**src/rtl/csr_pkg.sv**
```systemverilog
// Shared CSR addresses, mstatus bit positions, IRQ cause codes and sequencer states
// for the trap/mret sequencer and the CSR file that sits beside it.
package csr_pkg;

    localparam logic [11:0] CSR_MSTATUS = 12'h300;
    localparam logic [11:0] CSR_MTVEC   = 12'h305;
    localparam logic [11:0] CSR_MEPC    = 12'h341;
    localparam logic [11:0] CSR_MCAUSE  = 12'h342;
    localparam logic [11:0] CSR_MTVAL   = 12'h343;

    localparam int MSTATUS_MIE  = 3;
    localparam int MSTATUS_MPIE = 7;

    localparam logic [31:0] IRQ_MSI = 32'd3;
    localparam logic [31:0] IRQ_MTI = 32'd7;
    localparam logic [31:0] IRQ_MEI = 32'd11;

    typedef enum logic [2:0] {
        IDLE,
        T_EPC,
        T_CAUSE,
        T_TVAL,
        T_STATUS,
        T_VEC,
        M_STATUS,
        M_EPC
    } seq_state_t;

    // Vectored mode (mtvec[1:0] == 1) only offsets interrupts; 4*cause[30:0] wraps mod 2^32.
    function automatic logic [31:0] trap_vector(input logic [31:0] mtvec, input logic [31:0] cause);
        logic [31:0] base;
        base = mtvec & ~32'h3;
        if (mtvec[1:0] == 2'b01 && cause[31])
            return base + {cause[29:0], 2'b00};
        return base;
    endfunction

endpackage

```
**src/rtl/csr_trap_seq.sv**
```systemverilog
// Trap entry / mret sequencer: walks the CSR write port through the machine-mode
// trap and return sequences and arbitrates core CSR-instruction access.
//
// state    | meaning
// IDLE     | accept trap > mret > core CSR access
// T_EPC    | write mepc = pc & ~3
// T_CAUSE  | write mcause
// T_TVAL   | write mtval
// T_STATUS | mstatus: MPIE <= MIE, MIE <= 0
// T_VEC    | read mtvec, redirect fetch to handler
// M_STATUS | mstatus: MIE <= MPIE, MPIE <= 1
// M_EPC    | read mepc, redirect fetch to return address
module csr_trap_seq
    import csr_pkg::*;
(
    input  logic        ctrl_clk,
    input  logic        ctrl_reset_n,
    input  logic        trap_req,
    input  logic [31:0] trap_cause,
    input  logic [31:0] trap_pc,
    input  logic [31:0] trap_tval,
    input  logic        mret_req,
    input  logic        insn_req,
    input  logic [11:0] insn_addr,
    input  logic [31:0] insn_wdata,
    input  logic        insn_wen,
    output logic        insn_gnt,
    output logic [31:0] insn_rdata,
    output logic        req_ack,
    output logic        busy,
    output logic        redirect_valid,
    output logic [31:0] redirect_pc,
    output logic [11:0] csr_addr,
    output logic [31:0] csr_wdata,
    output logic        csr_wen,
    input  logic [31:0] csr_rdata
);

    seq_state_t  state;
    logic [31:0] cause_q;
    logic [31:0] pc_q;
    logic [31:0] tval_q;
    logic        in_idle;

    // Qualify with reset so the combinational handshakes stay low while reset is held.
    assign in_idle  = (state == IDLE) && ctrl_reset_n;
    assign req_ack  = in_idle && (trap_req || mret_req);
    assign insn_gnt = in_idle && insn_req && !trap_req && !mret_req;
    assign busy     = (state != IDLE);

    always_ff @(posedge ctrl_clk or negedge ctrl_reset_n) begin
        if (!ctrl_reset_n) begin
            state   <= IDLE;
            cause_q <= '0;
            pc_q    <= '0;
            tval_q  <= '0;
        end else begin
            case (state)
                IDLE: begin
                    if (trap_req) begin
                        cause_q <= trap_cause;
                        pc_q    <= trap_pc;
                        tval_q  <= trap_tval;
                        state   <= T_EPC;
                    end else if (mret_req) begin
                        state <= M_STATUS;
                    end
                end
                T_EPC:    state <= T_CAUSE;
                T_CAUSE:  state <= T_TVAL;
                T_TVAL:   state <= T_STATUS;
                T_STATUS: state <= T_VEC;
                T_VEC:    state <= IDLE;
                M_STATUS: state <= M_EPC;
                M_EPC:    state <= IDLE;
                default:  state <= IDLE;
            endcase
        end
    end

    // The CSR file reads combinationally, so read-modify-write fits in one state.
    always_comb begin
        csr_addr       = '0;
        csr_wdata      = '0;
        csr_wen        = 1'b0;
        insn_rdata     = '0;
        redirect_valid = 1'b0;
        redirect_pc    = '0;
        case (state)
            IDLE: begin
                if (insn_gnt) begin
                    csr_addr   = insn_addr;
                    csr_wdata  = insn_wdata;
                    csr_wen    = insn_wen;
                    insn_rdata = csr_rdata;
                end
            end
            T_EPC: begin
                csr_addr  = CSR_MEPC;
                csr_wdata = pc_q & ~32'h3;
                csr_wen   = 1'b1;
            end
            T_CAUSE: begin
                csr_addr  = CSR_MCAUSE;
                csr_wdata = cause_q;
                csr_wen   = 1'b1;
            end
            T_TVAL: begin
                csr_addr  = CSR_MTVAL;
                csr_wdata = tval_q;
                csr_wen   = 1'b1;
            end
            T_STATUS: begin
                csr_addr                = CSR_MSTATUS;
                csr_wdata               = csr_rdata;
                csr_wdata[MSTATUS_MPIE] = csr_rdata[MSTATUS_MIE];
                csr_wdata[MSTATUS_MIE]  = 1'b0;
                csr_wen                 = 1'b1;
            end
            T_VEC: begin
                csr_addr       = CSR_MTVEC;
                redirect_valid = 1'b1;
                redirect_pc    = trap_vector(csr_rdata, cause_q);
            end
            M_STATUS: begin
                csr_addr                = CSR_MSTATUS;
                csr_wdata               = csr_rdata;
                csr_wdata[MSTATUS_MIE]  = csr_rdata[MSTATUS_MPIE];
                csr_wdata[MSTATUS_MPIE] = 1'b1;
                csr_wen                 = 1'b1;
            end
            M_EPC: begin
                csr_addr       = CSR_MEPC;
                redirect_valid = 1'b1;
                redirect_pc    = csr_rdata;
            end
            default: ;
        endcase
    end

endmodule

```
**config.mk**
```make
export PLATFORM = sky130hd
export DESIGN_NAME = csr_trap_seq
export DESIGN_NICKNAME = d
export VERILOG_FILES = /design/src/rtl/csr_pkg.sv /design/src/rtl/csr_trap_seq.sv
export SDC_FILE = /design/constraint.sdc
export NUM_CORES = 1
export LEC_CHECK = 0
export CELL_PAD_IN_SITES_DETAIL_PLACEMENT = 0
export CELL_PAD_IN_SITES_GLOBAL_PLACEMENT = 2
export CORE_ASPECT_RATIO = 0.75
export CORE_MARGIN = 2
export CORE_UTILIZATION = 25
export DETAILED_ROUTE_END_ITERATION = 16
export GPL_TIMING_DRIVEN = 0
export PLACE_DENSITY = 0.89
export SYNTH_ARGS = -nofsm -noshare
export SYNTH_HDL_FRONTEND = slang
export SYNTH_SLANG_ARGS = --single-unit
```
**constraint.sdc**
```tcl
create_clock -name ctrl_clk -period 2.93 [get_ports ctrl_clk]
set_input_delay 0.293 -clock ctrl_clk [delete_from_list [all_inputs] [get_ports ctrl_clk]]
set_output_delay 0.293 -clock ctrl_clk [all_outputs]
set_load 0.005 [all_outputs]
```
==> results.py <==
metrics = {
    "status": {
        "status": "complete, but fails checks",
        "violations": "negative setup slack",
    },
    "grt": {
        "grt.overflow.total": 0,
        "grt_pass1_vias": 7209,
        "antenna_found_initial": 1,
        "grt_first_pass_wirelength_um": 46000,
        "grt_usage_pct": 21.6,
        "grt_max_degree": 53,
    },
    "clock_tree": {
        "clk_pin_slew_ns": 0.07,
        "cts-root-buf": "clkbuf_16",
        "cts_htree_levels": 3,
        "cts.sinks": 97,
        "numCtsBuffers": 9,
        "tritoncts": "done",
        "worstSkewPairLatency_ns": 0.36,
        "cts_buffer_depth": 2,
    },
    "sta": {
        "finalHoldViolCount": 0,
        "period_needed_ns": 3.31,
        "rsz0062_at_grt": "yes",
        "maxSlewHeadroom_pct": 58.4,
        "fin_crit_sh_pct": 113,
        "max_freq_mhz": 302,
        "slew_violations": 0,
        "worst_pin_slew_ns": 0.624,
        "final.setup.worst_slack_ns": -0.377,
        "skew_ns": 0.00816,
        "holdWs_ns": 0.318,
        "setup_viol": 18,
    },
    "routing": {
        "post_drt_wl_per_cell_um": 21.8,
        "drc": 0,
        "vias": 7120,
        "totalWireLength_um": 31000,
        "first_pass_iters": 5,
        "viasPerCell": 5.00,
        "detail-route-antenna-nets": 0,
        "drt_iter0_markers": 326,
    },
    "finish": {
        "layout_commonest_cell": "clkdlybuf4s50_1",
        "diodes": 0,
        "postLayoutCellArea_um2": 11200,
        "drive_gt1_share_pct": 28.0,
        "mostFrequentLayoutCells": "243 x clkdlybuf4s50_1, 94 x mux2_2, 92 x nand2_1",
        "nets": 1278,
        "syn_to_final_growth_pct": 66.0,
    },
    "logic_synthesis": {
        "synth_fp_nets": 942,
        "synth_area_per_cell_um2": 9.22,
        "ys_warn_count": 0,
        "synth_top_cell_area_share_pct": 35.9,
        "synthCells": 734,
        "synthTopCellsByArea": "dfrtp_1 36%, mux2_2 16%, a22oi_1 6.5%",
        "synth-async-reset-ratio_pct": 100,
        "synth-seq-area-share_pct": 35.9,
        "ys_types": 54,
        "ys_ff_latch": 97,
        "mappedNetlistArea_um2": 6770,
        "synth_edf_count": 0,
        "synth_top_area_cell": "dfrtp_1",
        "synthFlopType": "dfrtp_1",
    },
    "critical_path": {
        "crit_path_end_kind": "output port",
        "crit_path_max_incr_delay_ns": 0.45,
        "worst-setup-path-type": "register to output port",
        "cp.required_ns": 2.64,
        "path_max_fanout": 3,
        "arrival_ns": 3.01,
        "crit_slowest_cell": "a2111oi_4",
        "startpoint_type": "register",
        "path_cells": "ha_4 > a21oi_2 > nand4b_1 > a2111oi_4 > or3_4 > nand3_4 > buf_4 > a21oi_4 > a211oi_2 > or3_1 > buf_2",
    },
    "die": {
        "core_area_um2": 26800,
        "start_util_pct": 25.3,
        "fp.dieArea_um2": 28400,
        "ios": 291,
        "die_w_um": 194,
        "die_h_um": 147,
        "rows": 52,
    },
    "placed_design": {
        "port_buffers": 288,
        "place_congestion": 0.856,
        "postPlaceCellArea_um2": 10100,
        "hpwlAfterDp_um": 23300,
    },
    "hold_path": {
        "min_path_type": "input port to async pin",
    },
    "power": {
        "power_density_nw_per_um2": 943,
        "vdd_ir_drop_max_mv": 0.414,
        "p_leak_nw": 4.62,
    },
    "job": {
        "max_cap_viol_count": 0,
    },
}
Yosys cell counts (all sizes together), types with 2 or more instances:
master and number:
o21bai 5, buf 16, a211oi 4, nand3 50, a221o 4, mux2 94
nand4b 2, o21a 2, a21o 16, xor2 5, a22oi 59, nor3 8
a21oi 50, nand4 5, or3 6, o21ai 24, inv 8, clkbuf 32
or4 2, a21boi 2, and4 3, a31oi 4, nor2b 6, and3 5
dfrtp 97, nor3b 3, nor2 22, and2 40, ha 29, xnor2 17
nand2b 3, nand2 98
routing by layer:
metal / vias to the layer above / GRT usage, % / part of all wire [%]
li1: 3344 / - / -
met1: 3486 / 30.2 / 47
met2: 259 / 32.8 / 43
met3: 31 / 6.24 / 7.7
met4: 0 / 5.27 / 1.9
met5: - / 0 / 0
state kept, by name (all words and copies together) (netlist names):
register	cells
pc_q	30
tval_q	32
cause_q	32
state	3
per-stage QoR:
step	worst slack (ns)	instances	setup TNS (ns)	total power (W)	util, %
6_report	-0.377	1424	-4.24	0.0106	41.9
5_1_grt	-0.448	1424	-6.87	0.0113	41.9
4_1_cts	-0.357	1418	-3.61	0.0105	41.4
3_5_place_dp	-1.40	1374	-55.45	0.00830	37.7
3_3_place_gp	-4.06	1373	-570.27	0.00824	37.6
2_1_floorplan	0.292	734	0	0.00571	-
worst max-delay path: cells and delay by family, from the launching register on:
kind / cells / cell delay [ns]
and+or+nand+nor: 4 / 0.95
AOI/OAI and AO/OA: 4 / 0.68
DFF: 1 / 0.44
buffers and inverters: 2 / 0.31
adders and majority gates: 1 / 0.27
kinds of logic after synthesis:
kind of cell,count (synthesis),synth area share [%]
xor+xnor,22,2.85
fa+ha+maj,30,5.66
compound gates,179,17.6
mux,95,15.8
buf+inv,56,3.57
simple gates,255,18.6
flops,97,35.9
where the power goes:
group          internal, W  total, W  leakage [nW]  switching [W]
Combinational      0.00357   0.00672          3.32        0.00315
Clock             0.000737   0.00128         0.148       0.000539
Sequential         0.00204   0.00260          1.15       0.000567
Total              0.00634    0.0106          4.62        0.00426
repair_timing:
| action | in CTS | in global routing |
|---|---|---|
| endpoints found under the hold margin | 44 | 0 |
| pin swaps | 46 | 29 |
| buffers inserted | 30 | 7 |
| hold buffers | 2 | 0 |
| gates resized for setup | 238 | 47 |
| endpoints found under the setup margin | 109 | 39 |
area by class of cell:
cell class | instances | area (um^2)
fillers | 2748 | 15600
multi-input cells | 581 | 4620
repair buffers | 327 | 3100
flip-flops and latches | 97 | 2440
well taps | 351 | 439
plain buffers | 46 | 314
clock buffers | 10 | 229
clock inverters | 4 | 70.1
inverters | 8 | 33.8
worst paths after layout:
path                            slack, ns                       to                   start  cells after the start
max in group asynchronous            2.08  cause_q[12]$_DFFE_PN0P_            ctrl_reset_n                      3
worst min-delay path                 0.32   cause_q[6]$_DFFE_PN0P_            ctrl_reset_n                      2
worst max-delay path                -0.38          redirect_pc[31]  cause_q[1]$_DFFE_PN0P_                     11
min in group ctrl_clk                0.51     pc_q[22]$_DFFE_PN0P_    pc_q[22]$_DFFE_PN0P_                      1
worst min register to register       0.51     pc_q[22]$_DFFE_PN0P_    pc_q[22]$_DFFE_PN0P_                      1
worst max register to register       0.60    tval_q[7]$_DFFE_PN0P_    state[1]$_DFFE_PN0P_                      7
No activity file was read; power rests on OpenSTA's default activity.
